File: src/rtl/pipeline_ctrl.sv
// Pipeline sequencing for the five-stage MIPS core: register enables/flushes, PC enable,
// memory-wait stalls, load-use bubbles, branch/jump flushes and the halt drain.
//   state  | meaning
//   RUN    | normal issue
//   DRAIN  | halt fetched, front end frozen, back end empties
//   HALTED | terminal until nRST
module pipeline_ctrl #(
  parameter int REG_W = 5,
  parameter int CNT_W = 16
) (
  input  logic             CLK,
  input  logic             nRST,
  input  logic             ihit,
  input  logic             dhit,
  input  logic             dmemREN_mem,
  input  logic             dmemWEN_mem,
  input  logic             memread_ex,
  input  logic [REG_W-1:0] wsel_ex,
  input  logic [REG_W-1:0] rs_id,
  input  logic [REG_W-1:0] rt_id,
  input  logic             branch_taken_ex,
  input  logic             jump_id,
  input  logic             halt_id,
  input  logic             halt_wb,
  output logic             pc_en,
  output logic             ifid_en,
  output logic             idex_en,
  output logic             exmem_en,
  output logic             memwb_en,
  output logic             ifid_flush,
  output logic             idex_flush,
  output logic             exmem_flush,
  output logic             halt,
  output logic [CNT_W-1:0] stall_cycles
);

  typedef enum logic [1:0] {RUN, DRAIN, HALTED} state_t;

  state_t           r_state;
  logic             r_halt;
  logic [CNT_W-1:0] r_stall;

  logic w_dreq;
  logic w_adv;
  logic w_load_use;
  logic w_bubble;

  assign w_dreq     = dmemREN_mem | dmemWEN_mem;
  assign w_load_use = memread_ex && (wsel_ex != '0) &&
                      ((wsel_ex == rs_id) || (wsel_ex == rt_id));

  always_comb begin
    w_adv = 1'b0;
    case (r_state)
      RUN:     w_adv = w_dreq ? dhit : ihit;
      DRAIN:   w_adv = w_dreq ? dhit : 1'b1;
      default: w_adv = 1'b0;
    endcase
  end

  assign w_bubble = (r_state == RUN) && w_adv && !branch_taken_ex && w_load_use;

  // Gated by nRST so every enable/flush is low for the whole reset window.
  always_comb begin
    pc_en       = 1'b0;
    ifid_en     = 1'b0;
    idex_en     = 1'b0;
    exmem_en    = 1'b0;
    memwb_en    = 1'b0;
    ifid_flush  = 1'b0;
    idex_flush  = 1'b0;
    exmem_flush = 1'b0;
    if (nRST && w_adv) begin
      exmem_en = 1'b1;
      memwb_en = 1'b1;
      if (r_state == RUN) begin
        if (branch_taken_ex) begin
          pc_en      = 1'b1;
          ifid_en    = 1'b1;
          idex_en    = 1'b1;
          ifid_flush = 1'b1;
          idex_flush = 1'b1;
        end else if (w_load_use) begin
          idex_flush = 1'b1;
        end else begin
          pc_en      = 1'b1;
          ifid_en    = 1'b1;
          idex_en    = 1'b1;
          ifid_flush = jump_id | halt_id;
        end
      end else begin
        idex_flush = 1'b1;
      end
    end
  end

  always_ff @(posedge CLK or negedge nRST) begin
    if (!nRST) begin
      r_state <= RUN;
      r_halt  <= 1'b0;
      r_stall <= '0;
    end else begin
      if (r_state != HALTED && w_adv && halt_wb) begin
        r_state <= HALTED;
        r_halt  <= 1'b1;
      end else if (r_state == RUN && w_adv && !branch_taken_ex && !w_load_use &&
                   !jump_id && halt_id) begin
        r_state <= DRAIN;
      end
      if (r_state != HALTED && (!w_adv || w_bubble) && (r_stall != '1))
        r_stall <= r_stall + 1'b1;
    end
  end

  assign halt         = r_halt;
  assign stall_cycles = r_stall;

endmodule

File: config.mk
export PLATFORM = sky130hd
export DESIGN_NAME = pipeline_ctrl
export DESIGN_NICKNAME = d
export VERILOG_FILES = /design/src/rtl/pipeline_ctrl.sv
export SDC_FILE = /design/constraint.sdc
export NUM_CORES = 1
export LEC_CHECK = 0
export CORE_MARGIN = 2
export CORE_UTILIZATION = 41
export CTS_CLUSTER_SIZE = 30
export DETAILED_ROUTE_END_ITERATION = 6
export PLACE_DENSITY = 0.77
export RECOVER_POWER = 100
export SLEW_MARGIN = 20
export SYNTH_ARGS = -nofsm -noshare
export SYNTH_HDL_FRONTEND = slang
export SYNTH_SLANG_ARGS = --single-unit
File: constraint.sdc
create_clock -name CLK -period 2.14 [get_ports CLK]
set_clock_uncertainty 0.2 [all_clocks]
set_input_delay 0.321 -clock CLK [delete_from_list [all_inputs] [get_ports CLK]]
set_output_delay 0.321 -clock CLK [all_outputs]
set_load 0.02 [all_outputs]
# --- Word level (Yosys, flattened, before mapping) ---
# Cells that the tools add are included.
op_classes:
  n_addsub: 1
  eq_ne: 5
  n_mux: 18
  n_bitwise: 2
  reduce_logical: 22
op_table:
  columns: ["cell", "count"]
  rows:
  - ["$add A16 B1 Y16 const B", 1]
  - ["$ne A16 B16 Y1 const B", 1]
  - ["$mux W1", 15]
  - ["$logic_and A1 B1 Y1", 13]
  - ["$eq A5 B5 Y1", 2]
  - ["$reduce_bool A5 Y1", 1]
  - ["$logic_not A1 Y1", 4]
  - ["$mux W2", 2]
  - ["$eq A2 B1 Y1 const B", 1]
  - ["$logic_not A2 Y1", 1]
  - ["$logic_or A1 B1 Y1", 2]
  - ["$ne A2 B2 Y1 const B", 1]
  - ["$or A1 B1 Y1", 2]
  - ["$pmux W1 S2", 1]
  - ["$reduce_bool A2 Y1", 1]
word_totals:
  regBits: 19
  input_bits: 26
  output_inout_bits: 25
  wordCells: 51

# --- Longest topological paths before layout ---
# Gate-level depths: netlist (run 1).
depth:
  depth_word: 10
  depth_mapped: 7
  ltp_nobuf: 6

# --- Least setup slack after synthesis (run 1) ---
# No wires, ideal clock.
synth_path:
  path_type: "input port to output port"
  start: "input port wsel_ex[1]"
  end: "output port ifid_en"
  arrival_time_ps: 1652
  t_required_ps: 1619
  slack_ps: -33
  stages: 5
  n_path_buf: 1
  path_cell_list: "or4_1 > o21a_1 > or2b_1 > o21a_1 > buf_4"
synth_between:
  elab_chain_len: 7
  word_cells_on_any_way: 10
  cone_classes: "eq/ne (2); mux (4); reduce/logical (4)"
synth_lines:
  columns: ["element", "line", "rtl"]
  rows:
  - ["start: declaration", "18", "input logic [REG_W-1:0] wsel_ex,"]
  - ["$eq A5 B5 Y1 or $reduce_bool A5 Y1 (tied branches)", "50, 49", null]
  - ["$logic_or A1 B1 Y1 or $logic_and A1 B1 Y1 (tied branches)", "50, 49", null]
  - ["$logic_and A1 B1 Y1 (*)", "49", "assign w_load_use = memread_ex && (wsel_ex != '0) &&"]
  - ["$mux W1 (*) (4 in series)", null, null]
  - ["end: declaration", "26", "output logic ifid_en,"]
# Every way passes the cells marked *; elsewhere a longest branch is shown, timed or not.

# --- Worst setup path in the final report (run 1) ---
layout_path:
  start: "input port wsel_ex[1]"
  end: "output port ifid_flush"
layout_between:
  elab_chain_len: 7
  word_cells_on_any_way: 10
  cone_classes: "eq/ne (2); mux (4); reduce/logical (4)"
layout_lines:
  columns: ["element", "line", "rtl"]
  rows:
  - ["$eq A5 B5 Y1 or $reduce_bool A5 Y1 (tied branches)", "50, 49", null]
  - ["$logic_or A1 B1 Y1 or $logic_and A1 B1 Y1 (tied branches)", "50, 49", null]
  - ["$logic_and A1 B1 Y1 (*)", "49", null]
  - ["$mux W1 (*)", "83", "end else if (w_load_use) begin"]
  - ["$mux W1 (*)", "77", "if (branch_taken_ex) begin"]
  - ["$mux W1 (*)", "76", "if (r_state == RUN) begin"]
  - ["$mux W1 (*)", "73", "if (nRST && w_adv) begin"]
  - ["end: declaration", "30", "output logic ifid_flush,"]
# Marks and branches as above.

==> results of run 1 <==
==> power by group <==
group,internal (W),switching [W]
Clock,0.0000697,0.000114
Combinational,0.000257,0.000250
Sequential,0.000422,0.0000735
==> metrics by stage <==
step | std cells | power (W)
2_1_floorplan | 118 | 0.000757
3_3_place_gp | 209 | 0.00101
3_5_place_dp | 209 | 0.00102
4_1_cts | 215 | 0.00122
5_1_grt | 216 | 0.00126
6_report | 216 | 0.00119
==> area by class of cell <==
| cell class | instances | area share |
|---|---|---|
| Multi-Input combinational cell | 90 | 0.376 |
| Timing Repair Buffer | 69 | 0.326 |
| Sequential cell | 19 | 0.256 |
| Tap cell | 31 | 0.0209 |
| Clock buffer | 3 | 0.0121 |
| Inverter | 3 | 0.00606 |
| Clock inverter | 1 | 0.00270 |
==> flip-flops by register name, summed over array words and instances (netlist names) <==
| name | cells |
|---|---|
| stall_cycles | 16 |
| r_state | 2 |
| halt | 1 |
==> critical path, stage by stage <==
cell,delay (ns)
buf_6,0.10
or4_4,0.51
o21a_1,0.18
or2b_1,0.20
o21a_1,0.13
o21a_1,0.11
buf_6,0.11
==> layout by cell type, fill, tap and decap left out, drive strengths merged <==
master         instances
o21ba                  1
nand2                  7
nor2b                  2
a22oi                  1
buf                   30
nor2                   6
or2b                   1
and3                   8
mux2i                  1
clkdlybuf4s15          4
nand4                  5
mux2                   1
clkinv                 1
and3b                  1
inv                    3
nand4b                 1
clkbuf                 8
dfrtp                 19
nand2b                 2
ha                     1
dlygate4sd2            7
xnor2                 14
dlygate4sd3           18
o21a                   4
clkdlybuf4s50          5
a31oi                  1
or4                    1
nor4                   1
o21ai                  1
xor2                  10
a21o                   1
a21oi                  2
nand3                 11
conb                   1
nor3                   5
==> routing by layer <==
metal  part of all wire  track usage
met5                  0            0
met4              0.015       0.0831
met3              0.074       0.0385
met2               0.51        0.333
met1               0.40        0.222
==> what timing repair did <==
item	4_1_cts	5_1_grt
pin swaps	15	9
setup buffers	2	1
cloned	0	0
endpoints found under the setup margin	12	17
gates resized for setup	92	14
==> worst max path at each step <==
| stage | endpoint | slack [ns] | start | cells after the start |
|---|---|---|---|---|
| after floorplan | ifid_en | 0.05 | wsel_ex[1] | 5 |
| after global placement | ifid_flush | -0.85 | wsel_ex[1] | 7 |
| after detailed placement | ifid_flush | -0.87 | wsel_ex[3] | 9 |
| after CTS | ifid_flush | -0.06 | wsel_ex[4] | 7 |
| after global routing | ifid_flush | -0.13 | wsel_ex[1] | 7 |
| final | ifid_flush | -0.05 | wsel_ex[1] | 7 |
==> kinds of logic after synthesis <==
family          share of synthesized area
compound gates                     0.0758
xor+xnor                            0.182
fa+ha+maj                          0.0108
buf+inv                            0.0498
flops                               0.411
mux                                0.0184
other cells                       0.00324
simple gates                        0.249
==> results.json, run 1 <==
{
  "first_iter_violations": 29,
  "regArea_sq_um": 475,
  "endpoint_kind": "output pin",
  "grt_remaining_overflow": 0,
  "leakage_nw": 0.853,
  "detail-route-antenna-nets": 0,
  "violations": "negative setup slack",
  "drv_cap": 0,
  "drt_first_pass_iters": 4,
  "whs_ns": 0.286,
  "max_freq_ghz": 0.457,
  "r2r-start": "r_state[0]$_DFFE_PN0P_",
  "die_w_um": 57.1,
  "hp-class": "reg -> reg",
  "synth_top_area_frac": 0.411,
  "synth_area_per_cell_sq_um": 9.80,
  "avgRoutedWirePerCell_um": 13.6,
  "required_ns": 1.62,
  "synthFlopType": "dfrtp_1",
  "yosysTopAreaCell": "dfrtp_1",
  "multiInputGateArea_sq_um": 698,
  "setup_tns_ns": -0.141,
  "final_util": 0.685,
  "grtUsageTotal": 0.189,
  "synth_area_sq_mm": 0.00116,
  "yosys_register_bits": 19,
  "area_delta_synth_final_pct": 60.6,
  "postCtsHoldBufs": 0,
  "nets": 213,
  "fp.dieH_um": 57.1,
  "hold_viol": 0,
  "worstReg2RegEnd": "stall_cycles[15]$_DFFE_PN0P_",
  "root_buffer": "clkbuf_4",
  "core_sq_mm": 0.00271,
  "path_class": "in -> out",
  "ys_top_cells_by_count": "dfrtp_1, xnor2_1, nand3_1, xor2_1, and3_1",
  "numCtsBuffers": 3,
  "min_to": "halt$_DFFE_PN0P_",
  "io_buffers": 49,
  "cts.sinks": 19,
  "yosys.cell_count.top_type": "dfrtp_1",
  "rows": 19,
  "grt_pass1_vias": 1137,
  "maxSlewViolCount": 0,
  "yosys_warnings": 0,
  "slew_headroom": 0.321,
  "reg2reg_slack_ns": 0.11,
  "cp_max_fo": 3,
  "viasPerCell": 5.12,
  "synth.net_count": 145,
  "totalWireLength_mm": 2.93,
  "crit_arrival_ns": 1.67,
  "cts_tree": "done",
  "whs_path_depth": 1,
  "synth_cell_types": 34,
  "rsz0062_at_grt": "yes",
  "syn_inst": 118,
  "antennaDiodeCount": 0,
  "async_flop_share": 1.00,
  "finalCritPeriodShare": 1.02,
  "hp-start": "halt$_DFFE_PN0P_",
  "outcome": "finished with violations",
  "synth_edf_count": 0,
  "ios": 51,
  "cts.clk_slew.worst_paths_ns": 0.11,
  "reg2reg_depth": 8,
  "powerDensity_mw_per_mm2": 639,
  "start_util": 0.427,
  "irDropWorstVdd_uv": 449,
  "clock_latency_ns": 0.30,
  "die_area_sq_mm": 0.00326,
  "place_ws_ns": -0.875,
  "htree_levels": 1,
  "tightest_slew_ns": 1.02,
  "post-route-min-period_ns": 2.19,
  "gp_congestion": 0.792,
  "drc": 0,
  "setup_ws_ns": -0.0464,
  "vias": 1106,
  "grt_max_degree": 20,
  "grt_pass1_wl_mm": 4.88,
  "dp_hpwl_mm": 2.14,
  "post-route-cell-area_sq_mm": 0.00186,
  "antenna_found_initial": 0,
  "worstSetupStartpointType": "primary input",
  "synth_area_leaders": "dfrtp_1, xnor2_1, xor2_1, and3_1, nand3_1",
  "clockBufferDepth": 2,
  "synth-seq-area-share": 0.411,
  "fill_cells": 231,
  "drive_gt1_frac": 0.303,
  "placed_area_sq_mm": 0.00177,
  "setup_violations": 5
}
No activity file was read; power rests on OpenSTA's default activity.
==> run 2: changes to the inputs <==
--- a/config.mk
+++ b/config.mk
@@ -5,7 +5,8 @@
 export SDC_FILE = /design/constraint.sdc
 export NUM_CORES = 1
 export LEC_CHECK = 0
-export CORE_MARGIN = 2
+export CAP_MARGIN = 5
+export CORE_MARGIN = 3
 export CORE_UTILIZATION = 41
 export CTS_CLUSTER_SIZE = 30
 export DETAILED_ROUTE_END_ITERATION = 6
==> run 2 against run 1 <==
  * The run still ends with negative setup slack left
  * Clock power about the same
  * Die area grew 7.1%
  * Via count is the same
  * Core utilization rose by 3.0 points
  * First-iteration DRC count is 38% higher
  * Global-route usage is 0.35 points lower
  * Maximum frequency is 1.8% lower
  * Routed wire length is 5.4% lower
==> results.json, run 2 (synthesis results as in run 1) <==
{
  "outcome": "finished with violations",
  "violations": "negative setup slack",
  "max_freq_ghz": 0.449,
  "endpoint_kind": "output pin",
  "dp_hpwl_mm": 2.16,
  "totalWireLength_mm": 2.78,
  "die_area_sq_mm": 0.00349,
  "area_delta_synth_final_pct": 58.8,
  "rsz0062_at_grt": "yes",
  "core_sq_mm": 0.00257,
  "setup_ws_ns": -0.0872,
  "avgRoutedWirePerCell_um": 12.9,
  "power_w": 0.00118,
  "ios": 51,
  "htree_levels": 1,
  "cts.sinks": 19,
  "grt_pass1_wl_mm": 5.06,
  "io_buffers": 49,
  "cts.clk_slew.worst_paths_ns": 0.12,
  "drv_cap": 0,
  "antenna_found_initial": 0,
  "crit_start": "rt_id[2]",
  "grtUsageTotal": 0.186,
  "rows": 18,
  "worstReg2RegEnd": "stall_cycles[15]$_DFFE_PN0P_",
  "required_ns": 1.62,
  "start_util": 0.450,
  "drive_gt1_frac": 0.254,
  "die_w_um": 59.1,
  "first_iter_violations": 40,
  "grt_max_degree": 20,
  "maxSlewViolCount": 0,
  "final_common_cell": "dfrtp_1",
  "nets": 213,
  "drc": 0,
  "drt_first_pass_iters": 4,
  "reg2reg_depth": 8,
  "place_inst": 208,
  "cts_tree": "done",
  "layout_common_cells": "dfrtp_1, dlygate4sd3_1, buf_4",
  "r2r-start": "r_state[0]$_DFFE_PN0P_",
  "grt_remaining_overflow": 0,
  "irDropWorstVdd_uv": 591,
  "crit_path_end": "idex_en",
  "gp_congestion": 0.812,
  "post-route-min-period_ns": 2.23,
  "finalCritPeriodShare": 1.04,
  "slew_headroom": 0.328,
  "setup_violations": 4,
  "hp-class": "reg -> reg",
  "clock_latency_ns": 0.30,
  "hold_viol": 0,
  "powerDensity_mw_per_mm2": 641,
  "crit_arrival_ns": 1.71,
  "placed_area_sq_mm": 0.00177,
  "path_class": "in -> out",
  "clockBufferDepth": 2,
  "grt_pass1_vias": 1162,
  "tightest_slew_ns": 1.01,
  "worstSetupStartpointType": "primary input",
  "post-route-cell-area_sq_mm": 0.00184,
  "numCtsBuffers": 3,
  "cp_max_fo": 4,
  "root_buffer": "clkbuf_4",
  "fp.dieH_um": 59.1,
  "antennaDiodeCount": 0,
  "detail-route-antenna-nets": 0,
  "largest_reg_flops": 16,
  "viasPerCell": 5.14,
  "leakage_nw": 0.855,
  "fin_cells": 215,
  "vias": 1106,
  "reg2reg_slack_ns": 0.04
}
[run 2: cell count changes in the layout (fill, tap and decap cells not counted), moves of 2 or more]
cell           before  now
buf_2               5    1
nor3_4              2    0
nor3_1              0    2
xor2_1              8   10
buf_4              15   17
dlygate4sd2_1       7   11
xor2_2              2    0
[run 2: cell type report]
cell class / count / area (sq um)
Timing Repair Buffer: 69 / 616
Clock buffer: 4 / 26.3
Sequential cell: 19 / 475
Multi-Input combinational cell: 90 / 669
Tap cell: 30 / 37.5
Inverter: 3 / 11.3
Fill cell: 219 / 732
[run 2: routing by layer]
layer | vias up | routed length (um) | track usage
met5 | - | 0 | 0
met4 | 0 | 43 | 0.0712
met3 | 5 | 237 | 0.0370
met2 | 47 | 1320 | 0.315
met1 | 515 | 1170 | 0.231
li1 | 539 | - | -
[run 2: power by group]
part	internal [W]	leakage, nW	total (W)	switching [W]
sequential	0.000422	0.242	0.000496	0.0000743
clock	0.0000727	0.0150	0.000185	0.000112
combinational	0.000252	0.597	0.000495	0.000243
[run 2: worst min path at each step]
stage,startpoint,endpoint,slack [ns],cells after the start
final,halt$_DFFE_PN0P_,halt$_DFFE_PN0P_,0.29,1
after global routing,stall_cycles[10]$_DFFE_PN0P_,stall_cycles[10]$_DFFE_PN0P_,0.33,1
after CTS,nRST,stall_cycles[3]$_DFFE_PN0P_,0.23,2
after detailed placement,halt$_DFFE_PN0P_,halt$_DFFE_PN0P_,0.26,1
after global placement,halt$_DFFE_PN0P_,halt$_DFFE_PN0P_,0.25,1
after floorplan,nRST,halt$_DFFE_PN0P_,-0.17,0
[run 2: stage by stage]
stage | utilization | hold slack (ns) | worst slack (ns) | TNS (ns)
final | 0.715 | 0.287 | -0.0872 | -0.295
after global routing | 0.715 | 0.329 | -0.153 | -0.965
after CTS | 0.703 | 0.228 | -0.119 | -0.341
after detailed placement | 0.688 | 0.265 | -0.897 | -9.68
after global placement | 0.688 | 0.248 | -0.844 | -8.20
after floorplan | - | -0.175 | 0.0510 | 0
[run 2: critical path, stage by stage]
cell and delay (ns):
dlygate4sd2_1 0.25, xor2_1 0.14, nor3_1 0.18, a22oi_2 0.12
or2b_1 0.28, o21a_2 0.26, buf_4 0.16
[run 2: repair_timing]
action	4_1_cts	5_1_grt
hold buffers	0	0
resized for setup	68	19
setup endpoints to repair	10	7
cloned	0	0
buffers inserted	2	1
pin swaps	13	11
==> run 3: changes to the inputs <==
--- a/config.mk
+++ b/config.mk
@@ -5,12 +5,14 @@
 export SDC_FILE = /design/constraint.sdc
 export NUM_CORES = 1
 export LEC_CHECK = 0
+export ABC_AREA = 1
 export CAP_MARGIN = 5
 export CORE_MARGIN = 3
-export CORE_UTILIZATION = 41
+export CORE_UTILIZATION = 45
+export CTS_BUF_LIST = sky130_fd_sc_hd__clkbuf_8 sky130_fd_sc_hd__clkbuf_16
 export CTS_CLUSTER_SIZE = 30
 export DETAILED_ROUTE_END_ITERATION = 6
-export PLACE_DENSITY = 0.77
+export PLACE_DENSITY = 0.78
 export RECOVER_POWER = 100
 export SLEW_MARGIN = 20
 export SYNTH_ARGS = -nofsm -noshare
==> run 3 against run 2 <==
  * The flow now finishes without violations
  * Sequential power shrank 3%
  * Non-clock buffer count did not move
  * Core utilization up 1.8 points
  * Final cell count up 48%
  * First-iteration DRC count grew 18%
  * Worst hold slack got worse by 0.028 ns
  * Global-route usage up 2.0 points
  * Sequential share of layout area down 3.3 points
  * Synthesized area grew 22%
  * Largest cell class unchanged
  * Largest power group unchanged
==> results.json, run 3 <==
{
  "outcome": "finished clean",
  "numCtsBuffers": 3,
  "max_freq_ghz": 0.483,
  "yosys_warnings": 0,
  "cts.sinks": 19,
  "fin_cells": 318,
  "nets": 304,
  "layout_common_cells": "nand2_1, nand3_1, inv_1",
  "rows": 19,
  "die_w_um": 62.1,
  "vias": 1528,
  "maxSlewViolCount": 0,
  "setup_violations": 0,
  "irDropWorstVdd_uv": 523,
  "viasPerCell": 4.81,
  "syn_inst": 210,
  "htree_levels": 1,
  "start_util": 0.492,
  "drv_cap": 0,
  "synth.net_count": 237,
  "largest_reg_flops": 16,
  "fp.dieH_um": 62.1,
  "r2r-start": "r_state[1]$_DFFE_PN0P_",
  "synth_cell_types": 27,
  "min_to": "halt$_DFFE_PN0P_",
  "final_common_cell": "nand2_1",
  "whs_ns": 0.259,
  "area_delta_synth_final_pct": 49.0,
  "worstSetupStartpointType": "primary input",
  "path_delay_family": "simple AND/OR/NAND/NOR gates",
  "drt_first_pass_iters": 4,
  "worstReg2RegEnd": "stall_cycles[15]$_DFFE_PN0P_",
  "powerDensity_mw_per_mm2": 539,
  "synth-seq-area-share": 0.336,
  "grt_pass1_wl_mm": 5.95,
  "antennaDiodeCount": 0,
  "grtUsageTotal": 0.205,
  "yosys.cell_count.top_type": "nand2_1",
  "ios": 51,
  "synth_top_area_frac": 0.336,
  "synth_area_sq_mm": 0.00141,
  "setup_tns_ns": 0,
  "antenna_found_initial": 0,
  "clock_latency_ns": 0.26,
  "synth_area_leaders": "dfrtp_1, nand2_1, nand3_1, inv_1, xnor2_1",
  "finalCritPeriodShare": 0.968,
  "post-route-min-period_ns": 2.07,
  "first_iter_violations": 47,
  "avgRoutedWirePerCell_um": 11.5,
  "leakage_nw": 1.19,
  "power_w": 0.00114,
  "critPathMaxStageDelay_ns": 0.24,
  "detail-route-antenna-nets": 0,
  "crit_arrival_ns": 1.55,
  "yosysTopAreaCell": "dfrtp_1",
  "synth_edf_count": 0,
  "whs_path_depth": 2,
  "ys_top_cells_by_count": "nand2_1, inv_1, nand3_1",
  "clockBufferDepth": 2,
  "post-route-cell-area_sq_mm": 0.00211,
  "root_buffer": "clkbuf_8",
  "cp_num_buf_inv": 3,
  "core_sq_mm": 0.00288,
  "rsz0062_at_grt": "no",
  "hp-class": "reg -> reg",
  "slew_headroom": 0.333,
  "cts_tree": "done",
  "yosys_register_bits": 19,
  "synthFlopType": "dfrtp_1",
  "hp-start": "halt$_DFFE_PN0P_",
  "grt_remaining_overflow": 0,
  "synth_area_per_cell_sq_um": 6.73,
  "slowest_stage": "dlygate4sd2_1",
  "endpoint_kind": "output pin",
  "grt_pass1_vias": 1390,
  "totalWireLength_mm": 3.67,
  "cts.clk_slew.worst_paths_ns": 0.07,
  "gp_congestion": 0.828,
  "path_class": "in -> out",
  "hold_viol": 0,
  "place_inst": 307,
  "path_cells": "dlygate4sd2_1 > nor2_1 > nor2_1 > nor2_1 > nand3_1 > nand2_2 > nand2_2 > or2_4 > nand2_4 > inv_2 > buf_6",
  "reg2reg_depth": 10,
  "path_common_cell": "nor2_1",
  "dp_hpwl_mm": 2.73,
  "reg2reg_slack_ns": 0.20,
  "io_buffers": 49,
  "drive_gt1_frac": 0.203,
  "cp_max_fo": 3,
  "drc": 0,
  "tightest_slew_ns": 1.00,
  "required_ns": 1.62,
  "grt_max_degree": 20,
  "async_flop_share": 1.00,
  "placed_area_sq_mm": 0.00200,
  "die_area_sq_mm": 0.00385
}
-- run 3: cell count changes after synthesis, moves of 3 or more --
| cell | previous run | this run |
|---|---|---|
| and3_1 | 8 | 0 |
| inv_1 | 3 | 25 |
| nand2_1 | 6 | 78 |
| nand3_1 | 10 | 25 |
| nor2_1 | 6 | 19 |
| nor3_1 | 5 | 2 |
| o21a_1 | 4 | 0 |
| xnor2_1 | 14 | 10 |
| xor2_1 | 10 | 6 |
-- run 3: power breakdown --
part           internal (W)  total, W  switching (W)
Sequential         0.000409  0.000481      0.0000728
Combinational      0.000193  0.000403       0.000209
Clock              0.000130  0.000251       0.000122
Total              0.000731   0.00114       0.000404
-- run 3: what timing repair did --
action / in CTS / in global routing
gates resized for setup: 57 / 23
endpoints found under the setup margin: 7 / 23
buffers inserted: 6 / 1
hold buffers: 0 / 0
pin swaps: 13 / 10
-- run 3: area by class of cell --
class,count,area [sq um]
inverters,26,97.6
fillers,232,769
well taps,42,52.6
flip-flops and latches,19,475
clock inverters,1,5.00
repair buffers,69,606
multi-input cells,158,830
clock buffers,3,41.3
-- run 3: logic make-up after synthesis --
family	synth area share
adder cells (fa/ha/maj)	0.00885
XOR/XNOR	0.0991
AO/OA/AOI/OAI	0.0239
flip-flops	0.336
buffers and inverters	0.105
AND/OR/NAND/NOR	0.424
other	0.00265
-- run 3: worst max path at each step --
stage / startpoint / end / slack (ns) / cells after the start
after floorplan: stall_cycles[0]$_DFFE_PN0P_ / stall_cycles[12]$_DFFE_PN0P_ / 0.21 / 9
after global placement: wsel_ex[1] / ifid_en / -0.66 / 12
after detailed placement: wsel_ex[1] / idex_en / -0.68 / 12
after CTS: dmemREN_mem / ifid_flush / 0.003 / 11
after global routing: rs_id[2] / ifid_en / 0.0004 / 12
final: rt_id[0] / ifid_en / 0.07 / 11
-- run 3: routing by layer --
layer	up-vias	track usage	routed length, um
li1	773	-	-
met1	693	0.275	1590
met2	55	0.337	1750
met3	7	0.0289	259
met4	0	0.0727	68
met5	-	0	0
-- run 3: through the flow --
| step | setup WS, ns | utilization |
|---|---|---|
| 2_1_floorplan | 0.206 | - |
| 3_3_place_gp | -0.663 | 0.696 |
| 6_report | 0.0691 | 0.732 |
| 4_1_cts | 0.00316 | 0.720 |
| 3_5_place_dp | -0.680 | 0.696 |
| 5_1_grt | 0.000406 | 0.732 |
-- run 3: worst reg2reg max path, stage by stage, from the launching register on --
cell,delay [ns]
dfrtp_1,0.38
buf_4,0.15
inv_1,0.06
nand2_1,0.11
nor2_1,0.24
buf_4,0.17
nand3_2,0.08
nand2_2,0.12
nand2_4,0.14
nand2_1,0.10
nand2_1,0.06
